<file path="src/rtl/fsm_pattern_detector_if.sv">
// Bus bundle for fsm_pattern_detector: serial input stream, pattern reload,
// counter clear, and the match outputs.
// The master modport drives the stream; the slave modport is the detector.
interface fsm_pattern_detector_if #(
    parameter int unsigned PAT_W = 4,
    parameter int unsigned CNT_W = 8
);
    logic             data_in;
    logic             data_valid;
    logic             overlap_en;
    logic             pat_wr;
    logic [PAT_W-1:0] pat_in;
    logic [PAT_W-1:0] mask_in;
    logic             count_clr;
    logic             detected;
    logic [CNT_W-1:0] match_count;

    modport master (
        output data_in, data_valid, overlap_en, pat_wr, pat_in, mask_in, count_clr,
        input  detected, match_count
    );

    modport slave (
        input  data_in, data_valid, overlap_en, pat_wr, pat_in, mask_in, count_clr,
        output detected, match_count
    );
endinterface

</file>
<file path="src/rtl/fsm_pattern_detector.sv">
// Serial bit-stream pattern detector with run-time pattern/mask reload,
// overlapping or non-overlapping matching and an optional saturating counter.
// Build option: define PAT_DETECT_COUNT_EN to include the match counter;
// without it match_count is tied to zero and count_clr is ignored.
module fsm_pattern_detector #(
    parameter int unsigned      PAT_W   = 4,
    parameter logic [PAT_W-1:0] PATTERN = 4'b1101,
    parameter int unsigned      CNT_W   = 8
) (
    input logic                  clk,
    input logic                  reset,
    fsm_pattern_detector_if.slave bus
);
    localparam int unsigned      FillW    = $clog2(PAT_W + 1);
    localparam logic [FillW-1:0] FillFull = FillW'(PAT_W);

    typedef enum logic [1:0] {StIdle, StFilling, StArmed} state_e;

    state_e           state_q;
    logic [PAT_W-1:0] history_q;
    logic [PAT_W-1:0] pattern_q;
    logic [PAT_W-1:0] mask_q;
    logic [FillW-1:0] fill_q;
    logic             detected_q;

    logic             consume;
    logic [PAT_W-1:0] shift_d;
    logic [FillW-1:0] fill_d;
    logic             match_d;

    // Candidate history/fill after accepting the current bit, and the match test on it.
    always_comb begin
        consume = bus.data_valid & ~bus.pat_wr;
        shift_d = {history_q[PAT_W-2:0], bus.data_in};
        fill_d  = (state_q == StArmed) ? FillFull : fill_q + 1'b1;
        match_d = consume && (fill_d == FillFull) &&
                  (((shift_d ^ pattern_q) & mask_q) == '0);
    end

    // Detector FSM: reset, pattern reload, then consume steps; detected is registered.
    always_ff @(posedge clk) begin
        if (reset) begin
            state_q    <= StIdle;
            history_q  <= '0;
            fill_q     <= '0;
            pattern_q  <= PATTERN;
            mask_q     <= '1;
            detected_q <= 1'b0;
        end else if (bus.pat_wr) begin
            // Reload restarts matching; the bit on this edge is dropped.
            state_q    <= StIdle;
            history_q  <= '0;
            fill_q     <= '0;
            pattern_q  <= bus.pat_in;
            mask_q     <= bus.mask_in;
            detected_q <= 1'b0;
        end else if (bus.data_valid) begin
            detected_q <= match_d;
            if (match_d && !bus.overlap_en) begin
                state_q   <= StIdle;
                history_q <= '0;
                fill_q    <= '0;
            end else begin
                state_q   <= (fill_d == FillFull) ? StArmed : StFilling;
                history_q <= shift_d;
                fill_q    <= fill_d;
            end
        end else begin
            detected_q <= 1'b0;
        end
    end

    assign bus.detected = detected_q;

`ifdef PAT_DETECT_COUNT_EN
    localparam logic [CNT_W-1:0] CntMax = '1;

    logic [CNT_W-1:0] count_q;

    // Saturating match counter; a clear beats a simultaneous match.
    always_ff @(posedge clk) begin
        if (reset) begin
            count_q <= '0;
        end else if (bus.count_clr) begin
            count_q <= '0;
        end else if (match_d && (count_q != CntMax)) begin
            count_q <= count_q + 1'b1;
        end
    end

    assign bus.match_count = count_q;
`else
    logic unused_count_clr;

    assign unused_count_clr = bus.count_clr;
    assign bus.match_count  = '0;
`endif
endmodule
</file>
<file path="src/flat_wrapper.sv">
// flat-port wrapper written by rule: the top's interface ports become plain ports
module fsm_pattern_detector_flat 
#(
    parameter int unsigned      PAT_W   = 4,
    parameter logic [PAT_W-1:0] PATTERN = 4'b1101,
    parameter int unsigned      CNT_W   = 8
)
  (clk, reset, bus_data_in, bus_data_valid, bus_overlap_en, bus_pat_wr, bus_pat_in, bus_mask_in, bus_count_clr, bus_detected, bus_match_count);
  fsm_pattern_detector_if #(.PAT_W(PAT_W), .CNT_W(CNT_W)) bus_i ();
  input logic clk;
  input logic reset;
  input wire logic [$bits(bus_i.data_in)-1:0] bus_data_in;
  input wire logic [$bits(bus_i.data_valid)-1:0] bus_data_valid;
  input wire logic [$bits(bus_i.overlap_en)-1:0] bus_overlap_en;
  input wire logic [$bits(bus_i.pat_wr)-1:0] bus_pat_wr;
  input wire logic [$bits(bus_i.pat_in)-1:0] bus_pat_in;
  input wire logic [$bits(bus_i.mask_in)-1:0] bus_mask_in;
  input wire logic [$bits(bus_i.count_clr)-1:0] bus_count_clr;
  output wire logic [$bits(bus_i.detected)-1:0] bus_detected;
  output wire logic [$bits(bus_i.match_count)-1:0] bus_match_count;
  assign bus_i.data_in = bus_data_in;
  assign bus_i.data_valid = bus_data_valid;
  assign bus_i.overlap_en = bus_overlap_en;
  assign bus_i.pat_wr = bus_pat_wr;
  assign bus_i.pat_in = bus_pat_in;
  assign bus_i.mask_in = bus_mask_in;
  assign bus_i.count_clr = bus_count_clr;
  assign bus_detected = bus_i.detected;
  assign bus_match_count = bus_i.match_count;
  fsm_pattern_detector #(.PAT_W(PAT_W), .PATTERN(PATTERN), .CNT_W(CNT_W)) u_core (.clk(clk), .reset(reset), .bus(bus_i));
endmodule
</file>
<file path="config.mk">
export PLATFORM = sky130hd
export DESIGN_NAME = fsm_pattern_detector_flat
export DESIGN_NICKNAME = d
export VERILOG_FILES = /design/src/rtl/fsm_pattern_detector_if.sv /design/src/rtl/fsm_pattern_detector.sv /design/src/flat_wrapper.sv
export SDC_FILE = /design/constraint.sdc
export NUM_CORES = 1
export LEC_CHECK = 0
export BUFFER_PORTS_ARGS = -buffer_cell sky130_fd_sc_hd__buf_2
export CORE_MARGIN = 2
export CORE_UTILIZATION = 40
export CTS_BUF_LIST = sky130_fd_sc_hd__clkbuf_8 sky130_fd_sc_hd__clkbuf_16
export DETAILED_ROUTE_END_ITERATION = 7
export PLACE_DENSITY = 0.75
export REMOVE_ABC_BUFFERS = 1
export SETUP_SLACK_MARGIN = 0.4
export SLEW_MARGIN = 5
export SYNTH_ARGS = -nofsm -noshare
export SYNTH_HDL_FRONTEND = slang
export SYNTH_SLANG_ARGS = --single-unit
</file>
<file path="constraint.sdc">
create_clock -name clk -period 3.98 [get_ports clk]
set_input_delay 0 -clock clk [delete_from_list [all_inputs] [get_ports clk]]
set_output_delay 0 -clock clk [all_outputs]
set_load 0.05 [all_outputs]
</file>
After elaboration in Yosys (flattened, before gate mapping). Index checks and enable logic that the tools add are counted.

Add/subtract/negate cells: 1. Equality and inequality tests: 2. Multiplexer cells: 5. Bitwise gates (word level): 5. Reductions and logical operators: 7.

Operator list (count): $mux 3 (3); $and 4x4->4 (1); $logic_not 4->1 (1); $mux 2 (2); $xor 4x4->4 (1); $add 3x1->3 const B (1); $eq 3x3->1 const B (1); $logic_and 1x1->1 (3); $reduce_or 3->1 (1); $eq 2x2->1 const B (1); $not 1->1 (2); $reduce_or 2->1 (1); $and 1x1->1 (1); $logic_not 1->1 (1).

Register bits after elaboration: 17. Input bits: 15. Output and inout port bits: 9. Word-level logic and storage cells: 26.

Logic depth before layout (Yosys ltp). Gate-level depths: netlist (run 1).

Depth after elaboration: 7. Gate-level depth with buffers: 5. Depth with buffers taken out: 5.

Worst setup path before layout (run 1). No wires, ideal clock.

Path type: register -> register. Start: reg u_core.fill_q[0]. End: reg u_core.state_q[1]. Setup time: 0.128 ns. Arrival: 1.340 ns. Required time: 3.852 ns. Setup slack: 2.512 ns. Cell stages (with the launch flop): 6. Buffers on the path: 0. Period minus slack after synthesis: 1.468 ns. Path through: dfxtp_1 -> ha_1 -> xor2_1 -> a31oi_2 -> nor4_4 -> o31ai_1.

Longest elaborated chain between the ends: 7. Elaborated cells between the ends (all ways): 8. Classes of those cells: add/sub: 1; eq/ne: 1; mux: 3; reduce/logical: 3.

Ends and longest elaborated chain: from (decl) (RTL line fsm_pattern_detector.sv:23) `logic [FillW-1:0] fill_q;`; from (signal assigned) (RTL line fsm_pattern_detector.sv:66) `fill_q <= fill_d;`; $add 3x1->3 * (RTL line fsm_pattern_detector.sv:35) `fill_d = (state_q == StArmed) ? FillFull : fill_q + 1'b1;`; $mux 3 * (RTL line fsm_pattern_detector.sv:35); $eq 3x3->1 * (RTL line fsm_pattern_detector.sv:36, fsm_pattern_detector.sv:64); $logic_and 1x1->1 (2 in series) (RTL line fsm_pattern_detector.sv:36) `match_d = consume && (fill_d == FillFull) &&`; $logic_and 1x1->1 (RTL line fsm_pattern_detector.sv:59) `if (match_d && !bus.overlap_en) begin`; $mux 2 * (RTL line fsm_pattern_detector.sv:59); to (signal assigned) (RTL line fsm_pattern_detector.sv:43) `state_q <= StIdle;`; to (signal assigned) (RTL line fsm_pattern_detector.sv:60) `state_q <= StIdle;`; to (signal assigned) (RTL line fsm_pattern_detector.sv:64) `state_q <= (fill_d == FillFull) ? StArmed : StFilling;`; to (decl) (RTL line fsm_pattern_detector.sv:19) `state_e state_q;`.

Every way passes the cells marked *; elsewhere a longest branch is shown, timed or not. A chain may end at the register's enable or synchronous reset.

Worst setup path in the final report (run 1).
Start: reg u_core.fill_q[0]. End: reg u_core.history_q[1].

Longest elaborated chain between the ends: 7.

Ends and longest elaborated chain: $add 3x1->3 (RTL line fsm_pattern_detector.sv:35); $mux 3 (RTL line fsm_pattern_detector.sv:35); $eq 3x3->1 (RTL line fsm_pattern_detector.sv:36); $logic_and 1x1->1 (2 in series) (RTL line fsm_pattern_detector.sv:36); $logic_and 1x1->1 (RTL line fsm_pattern_detector.sv:59); $mux 3 (RTL line fsm_pattern_detector.sv:59); to (signal assigned) (RTL line fsm_pattern_detector.sv:65) `history_q <= shift_d;`; to (decl) (RTL line fsm_pattern_detector.sv:20) `logic [PAT_W-1:0] history_q;`.

No other way between the ends.

==> impl_metrics.yaml, run 1 <==
status:
  status: "finished, final reports clean"
floorplan:
  fp.dieH_um: 49.2
  start_util: 0.421
  dieWidth_um: 49.2
  core_sq_mm: 0.00194
  fp.dieArea_sq_mm: 0.00242
  io_pins: 24
  num_rows: 16
cells_and_area:
  nFillCells: 184
  diodes: 0
  syn2layout_area_growth_pct: 24.0
  fin_nets: 131
  ff_latch_area_sq_um: 340
  drive_gt1_frac: 0.167
  multi_input_area_sq_um: 423
  post-route-util: 0.522
clock_tree:
  cts_num_sinks: 17
  post_cts_resized: 0
  cts_max_level: 1
  tritoncts: "yes"
  clk_latency_ps: 250
  cts_buffers: 3
  root_buffer: "clkbuf_8"
  clkSlewWorstSetupHoldPaths_ps: 60
  ctsLongestPathBuffers: 2
setup_path:
  cp.required_ps: 4110
  worstSetupPathType: "reg -> reg"
  path_max_fanout: 5
  critical_path.startpoint: "u_core.fill_q[0]$_SDFFE_PP0P_"
  start_kind: "register"
  worst_setup_path_end_kind: "register"
  r2r-start: "u_core.fill_q[0]$_SDFFE_PP0P_"
  reg2reg_to: "u_core.history_q[1]$_SDFFE_PP0P_"
  crit_family: "flip-flops"
  worstRegToRegCells: 5
  ff2ff_setup_slack_ps: 2330
  max_stage_delay_ps: 410
  worstSetupEndpoint: "u_core.history_q[1]$_SDFFE_PP0P_"
  cp_num_cells: 5
  path_buf_inv: 0
  crit_slowest_cell: "dfxtp_1"
  crit_arrival_ps: 1770
  path_cells: "ha_1 -> xor2_1 -> a31oi_2 -> nor4_4 -> o21ai_1"
yosys:
  synth_seq_cells: 17
  yosysTopAreaCell: "dfxtp_1"
  synth_cell_types: 28
  ys_seq_area_frac: 0.417
  yosysTopAreaCellShare: 0.417
  avgSynthCellArea_sq_um: 9.08
  ys_warn_count: 0
  syn-cell-area_sq_um: 817
  postSynthCellCount: 90
  synthTopCellsByArea: "dfxtp_1 42%, mux2i_1 9.8%, buf_4 7.4%, nand2_1 6.4%, xor2_1 4.3%"
power_and_ir_drop:
  p_comb_frac: 0.158
  switching_share: 0.262
  ir_drop_mv: 0.246
  power_leakage_nw: 0.463
  clkPwrFrac: 0.340
  p_int_mw: 0.266
  p_per_area_mw_per_mm2: 356
  seqPwrFrac: 0.502
  power_mw: 0.361
  p_switching_mw: 0.0947
sta:
  fmax_mhz: 607
  setup_ws_ps: 2330
  final_max_slew_viol_count: 0
  rsz0062_at_grt: "false"
  timing.final.crit_share: 0.414
  finalSetupViolCount: 0
  finalClockSkew_ps: 1.08
  finalCriticalPeriod_ps: 1650
  hold_viol: 0
  hold_slack_ps: 31.2
  tns_ps: 0
detailed_routing:
  wl_per_cell_um: 11.0
  vias: 639
  vias_per_cell: 4.53
  wirelength_met1_um: 694
  routed.top_layer: "met4"
  drc: 0
  drt_wl_total_um: 1560
  wl_met3_um: 54
  firstDrtPassIters: 3
  ant_nets: 0
  wl_met2_um: 801
  drtIter0Drc: 9
global_routing:
  grt_pass1_vias: 660
  grt_antenna_before_repair: 0
  grt_max_degree: 15
  gr-usage-all-layers: 0.145
  grt_first_pass_wirelength_um: 2680
  grt.overflow.total: 0
placed_design:
  dp_hpwl_um: 1110
  numPortBuffers: 14
  place_ws_ps: 2330
  gp_congestion: 0.709
worst_hold_path:
  hold_path_class: "in -> reg"
job:
  drv_cap: 0
## power groups by stage
stage	combinational (mW)	sequential, mW	clock, mW
2_1_floorplan	0.0359	0.184	0
3_3_place_gp	0.0488	0.185	0
3_5_place_dp	0.0497	0.185	0
4_1_cts	0.0568	0.181	0.126
5_1_grt	0.0620	0.182	0.135
6_report	0.0572	0.181	0.123
## synthesized netlist by cell type
library cell,number
nand3_1,3
a41oi_1,1
o21ai_1,5
a31oi_2,1
dfxtp_1,17
clkbuf_1,1
buf_2,1
nor4_1,1
nor2b_1,3
a31oi_1,1
a211o_1,1
nor2_1,4
mux2i_1,8
nor3_1,3
o31ai_1,1
conb_1,1
inv_1,3
nand4_1,1
a22o_1,1
nand2_1,14
buf_4,8
o211ai_1,2
nor4_4,1
xor2_1,4
ha_1,1
o21a_1,1
xnor2_1,1
nand2b_1,1
## per-layer routing
layer,up-vias,GRT usage
met2,19,0.259
met1,278,0.156
met5,-,0
met3,2,0.0399
li1,340,-
met4,0,0.0714
## final cells by class
type,count,area share
clock buffers,3,0.0407
repair buffers,23,0.158
multi-input cells,67,0.417
flip-flops and latches,17,0.336
inverters,3,0.0111
clock inverters,1,0.00370
well taps,27,0.0333
## stage by stage
step,instances,area [sq um]
final,141,1010
after global routing,141,1010
after CTS,141,1010
after detailed placement,128,878
after global placement,128,878
after floorplan,87,774
## registers in the layout (all words and copies together), names as in the netlist
signal / cells
u_core.bus.detected: 1
u_core.fill_q: 3
u_core.history_q: 3
u_core.mask_q: 4
u_core.pattern_q: 4
u_core.state_q: 2
## worst reg2reg max path: cells and delay by family, from the launching register on
family | cells | cell delay (ps)
DFF | 1 | 410
and+or+nand+nor | 1 | 350
AOI/OAI and AO/OA | 2 | 310
adders and majority gates | 1 | 240
xor gates and xnor gates | 1 | 220
## worst min-delay path by stage
stage                        from                          endpoint  slack, ps  depth (start not counted)
detailed placement  bus_pat_in[2]  u_core.pattern_q[2]$_SDFFE_PP1P_        220                          3
global route          bus_data_in  u_core.history_q[0]$_SDFFE_PP0P_         40                          3
finish                bus_data_in  u_core.history_q[0]$_SDFFE_PP0P_         30                          3
CTS                   bus_data_in  u_core.history_q[0]$_SDFFE_PP0P_         30                          3
floorplan                   reset  u_core.pattern_q[1]$_SDFFE_PP0P_         70                          1
global placement    bus_pat_in[3]  u_core.pattern_q[3]$_SDFFE_PP1P_        220                          3
## layout by cell type (no fill, tap or decap)
cell type,Yosys,routed
a211o_1,1,1
nor2_1,4,4
nand2_1,14,14
nor4_4,1,1
a31oi_2,1,1
nand2b_1,1,1
xor2_1,4,4
o21ai_1,5,5
nand3_1,3,3
conb_1,1,8
dfxtp_1,17,17
ha_1,1,1
o31ai_1,1,1
dlygate4sd3_1,0,9
nor4_1,1,1
nor2b_1,3,3
a41oi_1,1,1
inv_1,3,4
clkbuf_8,0,3
a31oi_1,1,1
mux2i_1,8,8
a22o_1,1,1
nor3_1,3,3
nand4_1,1,1
o211ai_1,2,2
buf_2,1,14
xnor2_1,1,1
o21a_1,1,1
## logic make-up after synthesis
kind of cell / share of synthesized area
DFF: 0.417
muxes: 0.0980
and+or+nand+nor: 0.191
xor gates and xnor gates: 0.0536
adders and majority gates: 0.0153
buffers and inverters: 0.0980
other: 0.00459
AOI/OAI and AO/OA: 0.123
## repair_timing
| action | in CTS | in global routing |
|---|---|---|
| setup buffers | 0 | 0 |
| endpoints found under the setup margin | 0 | 0 |
| hold buffers | 9 | 0 |
| hold endpoints to repair | 10 | 0 |
Power figures use the tool's default switching activity.
==> run 2, diff against run 1 <==
--- a/config.mk
+++ b/config.mk
@@ -5,12 +5,13 @@
 export SDC_FILE = /design/constraint.sdc
 export NUM_CORES = 1
 export LEC_CHECK = 0
+export ABC_AREA = 1
 export BUFFER_PORTS_ARGS = -buffer_cell sky130_fd_sc_hd__buf_2
 export CORE_MARGIN = 2
 export CORE_UTILIZATION = 40
 export CTS_BUF_LIST = sky130_fd_sc_hd__clkbuf_8 sky130_fd_sc_hd__clkbuf_16
 export DETAILED_ROUTE_END_ITERATION = 7
-export PLACE_DENSITY = 0.75
+export PLACE_DENSITY = 0.78
 export REMOVE_ABC_BUFFERS = 1
 export SETUP_SLACK_MARGIN = 0.4
 export SLEW_MARGIN = 5
==> constraint.sdc (replaced) <==
create_clock -name clk -period 1.38 [get_ports clk]
set_input_delay 0 -clock clk [delete_from_list [all_inputs] [get_ports clk]]
set_output_delay 0 -clock clk [all_outputs]
set_load 0.05 [all_outputs]
==> run 2 against run 1 <==
  * Combinational power rose to 3.1 times the previous value
  * Utilization is 2.8 points higher
  * Hold slack got worse by 15 ps
  * Routed wire length up 5.3%
  * Sequential power increased to 2.9 times the previous value
  * Design area increased by 6.5%
  * Clock-buffer cell count is the same
  * Area after synthesis grew 2.0%
  * Sequential share of layout area fell by 1.8 points
  * Critical endpoint is now u_core.state_q[1]$_SDFFE_PP0P_
  * Largest cell class unchanged
==> impl_metrics.yaml, run 2 <==
global_routing:
  grt.overflow.total: 0
  grt_max_degree: 13
  grt_antenna_before_repair: 0
  grt_first_pass_wirelength_um: 2780
  gr-usage-all-layers: 0.150
  grt_pass1_vias: 663
cells_and_area:
  fin_nets: 161
  final_cell_mix: "30 x nand2_1, 19 x inv_1, 15 x dfxtp_1, 14 x buf_2, 9 x a21oi_1"
  nFillCells: 194
  layout_commonest_cell: "nand2_1"
  drive_gt1_frac: 0.222
  ff_latch_area_sq_um: 343
  layout.cells.non_filler: 171
  multi_input_area_sq_um: 422
  syn2layout_area_growth_pct: 29.6
  diodes: 0
  reg.largest.list: "u_core.mask_q (4), u_core.pattern_q (4)"
yosys:
  yosysTopAreaCellShare: 0.408
  synth_top_flop_cell: "dfxtp_1"
  yosysMostFrequentCell: "nand2_1"
  async_flop_share: 0
  avgSynthCellArea_sq_um: 7.00
  ys_seq_area_frac: 0.408
  synth_seq_cells: 17
  synth_cell_types: 18
  synthTopCellsByArea: "dfxtp_1 41%, nand2_1 14%, inv_1 8.1%, buf_4 7.2%, a21oi_1 6.0%"
  ys_warn_count: 0
  yosys-top-cells-count: "31 x nand2_1, 18 x inv_1, 17 x dfxtp_1"
  postSynthCellCount: 119
  synth-edff-count: 0
  yosysTopAreaCell: "dfxtp_1"
  syn-cell-area_sq_um: 833
detailed_routing:
  vias_per_cell: 4.44
  firstDrtPassIters: 4
  wl_per_cell_um: 9.59
  vias: 760
  drc: 0
  ant_nets: 0
  drt_wl_total_um: 1640
  drtIter0Drc: 15
clock_tree:
  cts_buffers: 3
  root_buffer: "clkbuf_8"
  clkSlewWorstSetupHoldPaths_ps: 60
  tritoncts: "yes"
  cts_num_sinks: 17
  clk_latency_ps: 250
  cts_max_level: 1
  ctsLongestPathBuffers: 2
power_and_ir_drop:
  p_comb_frac: 0.168
  switching_share: 0.274
  p_per_area_mw_per_mm2: 988
  seqPwrFrac: 0.497
  p_int_mw: 0.775
  power_leakage_nw: 0.513
  p_switching_mw: 0.292
  ir_drop_mv: 0.792
  clkPwrFrac: 0.336
sta:
  hold_viol: 0
  finalSetupViolCount: 0
  finalCriticalPeriod_ps: 1270
  finalClockSkew_ps: 3.16
  final_max_slew_viol_count: 0
  setup_ws_ps: 112
  fmax_mhz: 789
  timing.final.crit_share: 0.919
  tns_ps: 0
  hold_slack_ps: 16.5
  rsz0062_at_grt: "true"
setup_path:
  start_kind: "register"
  crit_arrival_ps: 1410
  worstSetupPathType: "reg -> reg"
  cp.required_ps: 1530
  path_max_fanout: 5
  worst_setup_path_end_kind: "register"
worst_hold_path:
  hold_path_class: "in -> reg"
floorplan:
  start_util: 0.425
  num_rows: 16
  io_pins: 24
  fp.dieH_um: 49.6
  core_sq_mm: 0.00196
  dieWidth_um: 49.6
  fp.dieArea_sq_mm: 0.00246
placed_design:
  numPortBuffers: 14
  place_ws_ps: -2.67
  dp_hpwl_um: 1150
  gp_congestion: 0.861
  placed_cells: 157
job:
  drv_cap: 0
status:
  status: "finished, final reports clean"
==> run 2: changes by cell type after synthesis, sizes merged, moves of 2 or more <==
cell,previous run,this run
a21oi,0,10
a31oi,2,0
inv,3,19
mux2i,8,0
nand2,14,33
nand3,3,10
nor2,4,7
nor2b,3,0
nor3,3,0
nor4,2,0
o211ai,2,0
o21ai,5,9
xor2,4,0
==> run 2: final cells by class <==
class                      count  area share
sequential                    17       0.317
multi-input combinational     80       0.390
clock buffer                   3      0.0382
inverter                      19      0.0660
clock inverter                 1     0.00348
timing repair buffer          24       0.153
tap                           27      0.0313
==> run 2: kinds of logic (layout without fill, tap and decap cells) <==
family / Yosys count / in the layout / synth area share
other: 1 / 8 / 0.00450
DFF: 17 / 17 / 0.408
AOI/OAI and AO/OA: 21 / 21 / 0.138
and+or+nand+nor: 50 / 50 / 0.264
adders and majority gates: 1 / 1 / 0.0150
buffers and inverters: 29 / 47 / 0.170
==> run 2: routing by layer <==
metal,vias up,share of wire,GRT usage
li1,410,-,-
met1,323,0.44,0.169
met2,23,0.49,0.249
met3,4,0.046,0.0576
met4,0,0.023,0.0694
met5,-,0,0
==> run 2: final timing paths <==
kind	from	to	slack, ps	cells past startpoint
min	reset	u_core.pattern_q[2]$_SDFFE_PP1P_	20	3
min reg2reg	u_core.mask_q[2]$_SDFFE_PP1P_	u_core.mask_q[2]$_SDFFE_PP1P_	470	2
max reg2reg	u_core.fill_q[1]$_SDFFE_PP0P_	u_core.state_q[1]$_SDFFE_PP0P_	110	7
max	u_core.fill_q[1]$_SDFFE_PP0P_	u_core.state_q[1]$_SDFFE_PP0P_	110	7
==> run 2: through the flow <==
step | instance area (sq um) | util | power [mW]
after floorplan | 790 | - | 0.644
after global placement | 893 | 0.455 | 0.682
after detailed placement | 893 | 0.455 | 0.687
after CTS | 1060 | 0.540 | 1.08
after global routing | 1080 | 0.550 | 1.13
final | 1080 | 0.550 | 1.07
==> run 2: what timing repair did <==
| action | CTS | global route |
|---|---|---|
| gates resized for setup | 8 | 1 |
| hold buffers | 8 | 0 |
| buffers inserted | 0 | 2 |
| endpoints found under the setup margin | 7 | 7 |
| cloned | 0 | 0 |
| endpoints found under the hold margin | 8 | 0 |
| pin swaps | 8 | 2 |
==> run 2: worst max-delay path, stage by stage (launching register included) <==
cell and delay, ps:
dfxtp_2 340, ha_4 250, o21ai_4 140, nand2_2 80
nor2_4 120, nand3_4 110, nand2_1 80, a21oi_1 60
==> run 2: power by group through the flow <==
stage               registers (mW)  clock network (mW)  logic (mW)
floorplan                    0.535                   0       0.109
global placement             0.538                   0       0.145
detailed placement           0.538                   0       0.149
CTS                          0.529               0.373       0.175
global route                 0.532               0.400       0.197
finish                       0.530               0.358       0.179
